[config.mk]
export PLATFORM = sky130hd
export DESIGN_NAME = sync_event_recorder
export DESIGN_NICKNAME = d
export VERILOG_FILES = /design/src/rtl/sync_event_recorder.sv
export SDC_FILE = /design/constraint.sdc
export NUM_CORES = 1
export LEC_CHECK = 0
export ABC_CLOCK_PERIOD_IN_PS = 5400
export BUFFER_PORTS_ARGS = -buffer_cell sky130_fd_sc_hd__buf_2
export CAP_MARGIN = 5
export CORE_MARGIN = 1.5
export CORE_UTILIZATION = 47
export DETAILED_ROUTE_END_ITERATION = 6
export SKIP_LAST_GASP = 1
export SYNTH_ARGS = -nofsm -noshare
export SYNTH_HDL_FRONTEND = slang
export SYNTH_SLANG_ARGS = --single-unit
export TNS_END_PERCENT = 50
[constraint.sdc]
create_clock -name CLOCK_50 -period 5.4 [get_ports CLOCK_50]
set_input_delay 0.27 -clock CLOCK_50 [delete_from_list [all_inputs] [get_ports CLOCK_50]]
set_output_delay 0.27 -clock CLOCK_50 [all_outputs]
set_load 0.02 [all_outputs]
[src/rtl/sync_event_recorder.sv]
// Armed cycle counter that timestamps the first rising edge on each of four sequence lines.
// Optional `ifdef ORDER_CHECK_EN adds a sticky flag for out-of-order captures.
module sync_event_recorder #(
  parameter int CNT_W   = 32,
  parameter int TIMEOUT = 50_000_000
) (
  input  logic             CLOCK_50,
  input  logic             rst_n,
  input  logic             arm,
  input  logic             fg_signal,
  input  logic             detonation_signal,
  input  logic             wire_signal,
  input  logic             detector_signal,
  input  logic             rd_req,
  input  logic [1:0]       rd_idx,
  output logic [CNT_W-1:0] rd_data,
  output logic             rd_valid,
  output logic             busy,
  output logic             done,
  output logic             timeout,
  output logic [3:0]       ev_seen,
  output logic             order_err
);

  typedef enum logic [1:0] {S_IDLE, S_RUN, S_DONE} state_t;

  localparam logic [CNT_W-1:0] LP_LAST = CNT_W'(TIMEOUT - 1);
  localparam logic [CNT_W-1:0] LP_ONE  = CNT_W'(1);

  state_t           r_state;
  logic [CNT_W-1:0] r_cnt;
  logic [CNT_W-1:0] r_ts [4];
  logic [3:0]       r_ev_seen;
  logic             r_busy;
  logic             r_done;
  logic             r_timeout;
  logic [3:0]       r_sync1, r_sync2, r_edge, r_rise;

  logic [3:0]       w_ev_in;
  logic [3:0]       w_cap;
  logic [3:0]       w_seen_next;

  assign w_ev_in     = {detector_signal, wire_signal, detonation_signal, fg_signal};
  assign w_cap       = (r_state == S_RUN) ? (r_rise & ~r_ev_seen) : 4'b0000;
  assign w_seen_next = r_ev_seen | w_cap;

  // Rise pulse is registered so a capture lands three edges after the first high sample;
  // edges recognised outside RUN are dropped so a line rising just before arm is not counted.
  always_ff @(posedge CLOCK_50) begin
    if (!rst_n) begin
      r_sync1 <= '0;
      r_sync2 <= '0;
      r_edge  <= '0;
      r_rise  <= '0;
    end else begin
      r_sync1 <= w_ev_in;
      r_sync2 <= r_sync1;
      r_edge  <= r_sync2;
      r_rise  <= (r_state == S_RUN) ? (r_sync2 & ~r_edge) : 4'b0000;
    end
  end

`ifdef ORDER_CHECK_EN
  logic r_order_err;
  logic w_order_viol;

  // A channel capturing while any lower channel is still missing, same cycle included.
  assign w_order_viol = (w_cap[1] & ~r_ev_seen[0]) |
                        (w_cap[2] & ~(&r_ev_seen[1:0])) |
                        (w_cap[3] & ~(&r_ev_seen[2:0]));

  always_ff @(posedge CLOCK_50) begin
    if (!rst_n) begin
      r_order_err <= 1'b0;
    end else if (r_state != S_RUN) begin
      if (arm) r_order_err <= 1'b0;
    end else if (w_order_viol) begin
      r_order_err <= 1'b1;
    end
  end

  assign order_err = r_order_err;
`else
  assign order_err = 1'b0;
`endif

  always_ff @(posedge CLOCK_50) begin
    if (!rst_n) begin
      r_state   <= S_IDLE;
      r_cnt     <= '0;
      r_ev_seen <= '0;
      r_busy    <= 1'b0;
      r_done    <= 1'b0;
      r_timeout <= 1'b0;
      for (int i = 0; i < 4; i++) r_ts[i] <= '1;
    end else begin
      case (r_state)
        S_RUN: begin
          for (int i = 0; i < 4; i++) begin
            if (w_cap[i]) r_ts[i] <= r_cnt;
          end
          r_ev_seen <= w_seen_next;
          // A capture completing the set on the last window cycle wins over the timeout.
          if (&w_seen_next) begin
            r_state <= S_DONE;
            r_busy  <= 1'b0;
            r_done  <= 1'b1;
          end else if (r_cnt == LP_LAST) begin
            r_state   <= S_DONE;
            r_busy    <= 1'b0;
            r_done    <= 1'b1;
            r_timeout <= 1'b1;
          end else begin
            r_cnt <= r_cnt + LP_ONE;
          end
        end
        default: begin
          if (arm) begin
            r_state   <= S_RUN;
            r_cnt     <= '0;
            r_ev_seen <= '0;
            r_busy    <= 1'b1;
            r_done    <= 1'b0;
            r_timeout <= 1'b0;
            for (int i = 0; i < 4; i++) r_ts[i] <= '1;
          end
        end
      endcase
    end
  end

  always_ff @(posedge CLOCK_50) begin
    if (!rst_n) begin
      rd_valid <= 1'b0;
      rd_data  <= '0;
    end else begin
      rd_valid <= rd_req;
      if (rd_req) rd_data <= r_ts[rd_idx];
    end
  end

  assign busy    = r_busy;
  assign done    = r_done;
  assign timeout = r_timeout;
  assign ev_seen = r_ev_seen;

endmodule

# After elaboration in Yosys (flattened, before gate mapping)
# Memory sizes are Yosys's and may differ from the RTL's. A register that Yosys moved wholly into a read port is not among the register bits.
# Cells that the tools add are included.
dict set report totals {
  latchBits 0
  mem_count 1
  ram_bits 128
  out_inout_bits 41
  mem_bits_ro 0
  regBits 58
}
dict set report classes {
  n_mul 0
  addsub 1
  n_shift 0
  reduce_logical 7
  div_mod_pow 0
  eq_ne 6
  order_cmp 0
  n_mux 50
  n_bitwise 13
}
# name words word_bits read_ports rd_ports_with_merged_regs write_ports line
set memory_table {}
lappend memory_table {r_ts 4 32 1 1 4 32} ;# logic [CNT_W-1:0] r_ts [4];
# op count
set ops {}
lappend ops {{$mux 32} 12}
lappend ops {{$add 32x1->32 const B} 1}
lappend ops {{$eq 32x26->1 const B} 1}
lappend ops {{$mux 1} 31}
lappend ops {{$mux 4} 3}
lappend ops {{$and 4x4->4} 2}
lappend ops {{$mux 2} 4}
lappend ops {{$not 4->4} 2}
lappend ops {{$or 1x1->1} 8}
lappend ops {{$reduce_and 3->1} 2}
lappend ops {{$ne 2x2->1 const B} 2}
lappend ops {{$or 4x4->4} 1}
lappend ops {{$reduce_and 2->1} 2}
lappend ops {{$reduce_and 4->1} 1}
lappend ops {{$ne 3x1->1 const B} 1}
lappend ops {{$eq 2x1->1 const B} 1}
lappend ops {{$ne 2x1->1 const B} 1}
lappend ops {{$reduce_bool 2->1} 1}
lappend ops {{$logic_not 1->1} 1}

# Logic depth before layout (Yosys ltp)
dict set report logic_depth {
  depth_word 9
  mapped_depth 10
  depth_no_buf 7
}

# Worst setup path after synthesis
# No wires, ideal clock.
dict set report synth_path {
  path_type {register to register}
  startpoint {reg r_state[0]}
  endpoint {mem r_ts[2][0] (enable)}
  n_path_buf 2
  t_arrival_ns 3.600
  synth_period_minus_slack_ns 4.066
  path_stages_with_launch 6
  slack_ns 1.334
  setup_time_ns 0.466
  cell_sequence {dfxtp_1 > nor2b_1 > clkbuf_1 > buf_1 > nand2_1 > o21ai_0}
}
# item line
set synth_rtl {}
lappend synth_rtl {{from (decl)} 30} ;# state_t r_state;
lappend synth_rtl {{from (signal assigned)} 89} ;# r_state <= S_IDLE;
lappend synth_rtl {{from (signal assigned)} 105} ;# r_state <= S_DONE;
lappend synth_rtl {{from (signal assigned)} 109} ;# r_state <= S_DONE;
lappend synth_rtl {{to (decl)} 32}

# Worst setup path after layout
dict set report layout_path {
  startpoint {reg r_cnt[0]}
  endpoint {reg r_cnt[6]}
}
dict set report layout_via {
  elab_chain_cells 4
  word_cells_on_any_way 7
  classes_between {add/sub: 1; eq/ne: 2; mux: 3; reduce/logical: 1}
}
# item line
set layout_rtl {}
lappend layout_rtl {{from (decl)} 31} ;# logic [CNT_W-1:0] r_cnt;
lappend layout_rtl {{from (signal assigned)} 114} ;# r_cnt <= r_cnt + LP_ONE;
lappend layout_rtl {{$add 32x1->32} 114}
lappend layout_rtl {{$mux 32} 108} ;# end else if (r_cnt == LP_LAST) begin
lappend layout_rtl {{$mux 32} 104} ;# if (&w_seen_next) begin
lappend layout_rtl {{$mux 32} 97} ;# case (r_state)
# Parallel ways exist; a longest one is shown, timed or not. The select of a mux whose other input is x is not followed.
# A chain may end at the register's enable or synchronous reset.

==> impl_metrics.tcl <==
set metrics [dict create \
    status "finished clean" \
    drtIter0Drc 400 \
    min_path_type "in2reg" \
    utilization_pct 54.37 \
    rsz0062_at_grt "no" \
    finalSetupViolCount 0 \
    antenna_found_initial 0 \
    cp_cell_sequence "ha_1 -> nand3_1 -> or2_1 -> o31ai_4 -> nand2_1 -> a41oi_1 -> nor2_1" \
    cts_inserted_buffers 23 \
    synth-edff-count 64 \
    final_max_slew_viol_count 0 \
    grtUsageTotal_pct 22.44 \
    endpoint_kind "flop" \
    period_needed_ns 3.042 \
    timing.hold.ws_ns 0.1483 \
    critPathKind "reg2reg" \
    vdd_drop_max_v 0.0002280 \
    drive_gt1_share_pct 20.29 \
    async_flop_share_pct 0 \
    finalHoldViolCount 0 \
    core_sq_um 18830 \
    power_density_nw_per_um2 343.2 \
    p_leak_nw 3.600 \
    hpwl_um 13920 \
    vias 6550 \
    ys_ff_latch 216 \
    worst_slew_pin_slew_ns 1.015 \
    start_kind "flop" \
    clkTransAtPathRegs_ns 0.06 \
    cts_sinks 216 \
    skew_ns 0.007887 \
    wl_per_cell_um 19.57 \
    cp.arrival_ns 3.43 \
    postSynthAreaPerCell_sq_um 10.63 \
    cap_violations 0 \
    syn-cell-area_sq_um 9057 \
    worst-path-buf-inv 0 \
    via_per_inst 5.736 \
    cts_tree "yes" \
    yosysWarningCount 0 \
    drtAntennaViolNets 0 \
    period_share_pct 56.33 \
    grt_pass1_wl_um 34840 \
    grt_max_degree 76 \
    grt-ovfl-total 0 \
    synthCells 852 \
    clock.fmax_ghz 0.3287 \
    place_inst 1096 \
    place.gp.congestion 0.9060 \
    die_w_um 141.8 \
    synthDistinctLibCells 54 \
    die_area_sq_um 20110 \
    worstPathMaxFanout 17 \
    wl_um 22350 \
    initial_utilization_pct 48.10 \
    synth_ff_type "dfxtp_1" \
    layout.nets 876 \
    syn_nets 863 \
    area_growth_pct 13.04 \
    required_ns 5.78 \
    clockRootBuffer "clkbuf_16" \
    max-clock-path-buffers 3 \
    synth-seq-area-share_pct 54.81 \
    antenna_cells 0 \
    grt_pass1_vias 6163 \
    rows 50 \
    slowest_delay_ns 0.80 \
    die-height_um 141.8 \
    path_delay_family "compound AO/OA/AOI/OAI gates" \
    portBuffers 49 \
    slowest_stage "o31ai_4" \
    drtPass1Iterations 5 \
    io_pins 51 \
    clkLatencyLatePin_ns 0.50 \
    final_cells 1142 \
    htree_levels 1 \
    remaining_drc_errors 0 \
    maxSlewHeadroom_pct 32.32 \
    setup_tns_ns 0 \
]
placed cells by master (no fill, tap or decap), drive strengths merged, types with 9 or more instances in the layout:
master	instances
nand2	129
nor2b	34
mux4	32
or2	35
nand2b	33
nand3	43
dfxtp	152
a21oi	22
clkbuf	34
buf	62
and2	17
nor2	28
o22ai	35
a21boi	9
edfxtp	64
mux2i	33
o21ai	25
path summary, 6_finish.rpt:
| kind | end | cells past startpoint | start | slack [ns] |
|---|---|---|---|---|
| setup / recovery | r_cnt[6] | 7 | r_cnt[0] | 2.36 |
| hold reg to reg | r_rise[2] | 1 | r_edge[2] | 0.39 |
| setup reg to reg | r_cnt[6] | 7 | r_cnt[0] | 2.36 |
| hold / removal | r_state[0] | 3 | arm | 0.15 |
timing repair:
item                      CTS  global route
hold endpoints to repair    4             0
hold buffers                4             0
buffers inserted            0             0
gates resized for setup     0             0
registers in the layout (all words and copies together), names as in the netlist:
| signal | count |
|---|---|
| r_sync1 | 4 |
| r_edge | 4 |
| r_cnt | 32 |
| r_ts | 128 |
| ev_seen | 4 |
| rd_data | 32 |
| r_rise | 4 |
| r_state | 2 |
| timeout | 1 |
| rd_valid | 1 |
| r_sync2 | 4 |
cells by family after synthesis:
kind of cell             share of synthesized area [%]
AO/OA/AOI/OAI                                    8.703
adder cells (fa/ha/maj)                         0.1381
buffers and inverters                            3.605
flip-flops                                       54.81
multiplexers                                     11.60
other                                          0.04140
AND/OR/NAND/NOR                                  21.09
worst min-delay path: stages:
cell	delay, ns
buf_2	0.15
o21ai_0	0.09
a21oi_1	0.10
area by class of cell:
class / count / area (sq um)
fillers: 1669 / 8592
inverters: 1 / 3.754
clock inverters: 8 / 68.82
clock buffers: 34 / 708.2
multi-input cells: 557 / 3785
repair buffers: 66 / 382.9
flip-flops and latches: 216 / 4965
well taps: 260 / 325.3
report_power, final:
group	switching, mW	total (mW)	internal (mW)
registers	0.0136	1.71	1.70
clock network	0.629	1.58	0.956
logic	0.151	0.219	0.0683
routing by layer:
layer  GRT usage, %  up-vias  share of wire (%)
met2          35.74      238                 47
met3          4.117       38                6.4
li1               -     3059                  -
met4          6.945        0                2.5
met5              0        -                  0
met1          31.27     3215                 44
cell usage after synthesis, drive strengths merged (17+ instances only):
master / number / area, sq um
nand2b: 33 / 206.5
clkbuf: 59 / 221.5
edfxtp: 64 / 1922
and2: 17 / 106.4
or2: 35 / 219.0
nor2b: 34 / 212.7
nor2: 28 / 107.6
buf: 19 / 101.3
o22ai: 35 / 219.0
mux4: 32 / 720.7
nand2: 129 / 484.2
dfxtp: 152 / 3043
nand3: 43 / 220.2
o21ai: 25 / 125.1
a21oi: 22 / 121.4
mux2i: 33 / 330.3
stage by stage:
step	total power, mW	setup WS [ns]	area (sq um)
2_1_floorplan	1.896	1.334	9057
3_3_place_gp	1.958	2.501	9422
3_5_place_dp	1.963	2.403	9422
4_1_cts	3.552	2.399	10240
5_1_grt	3.627	2.165	10240
6_report	3.513	2.358	10240
No activity file was read; power rests on OpenSTA's default activity.
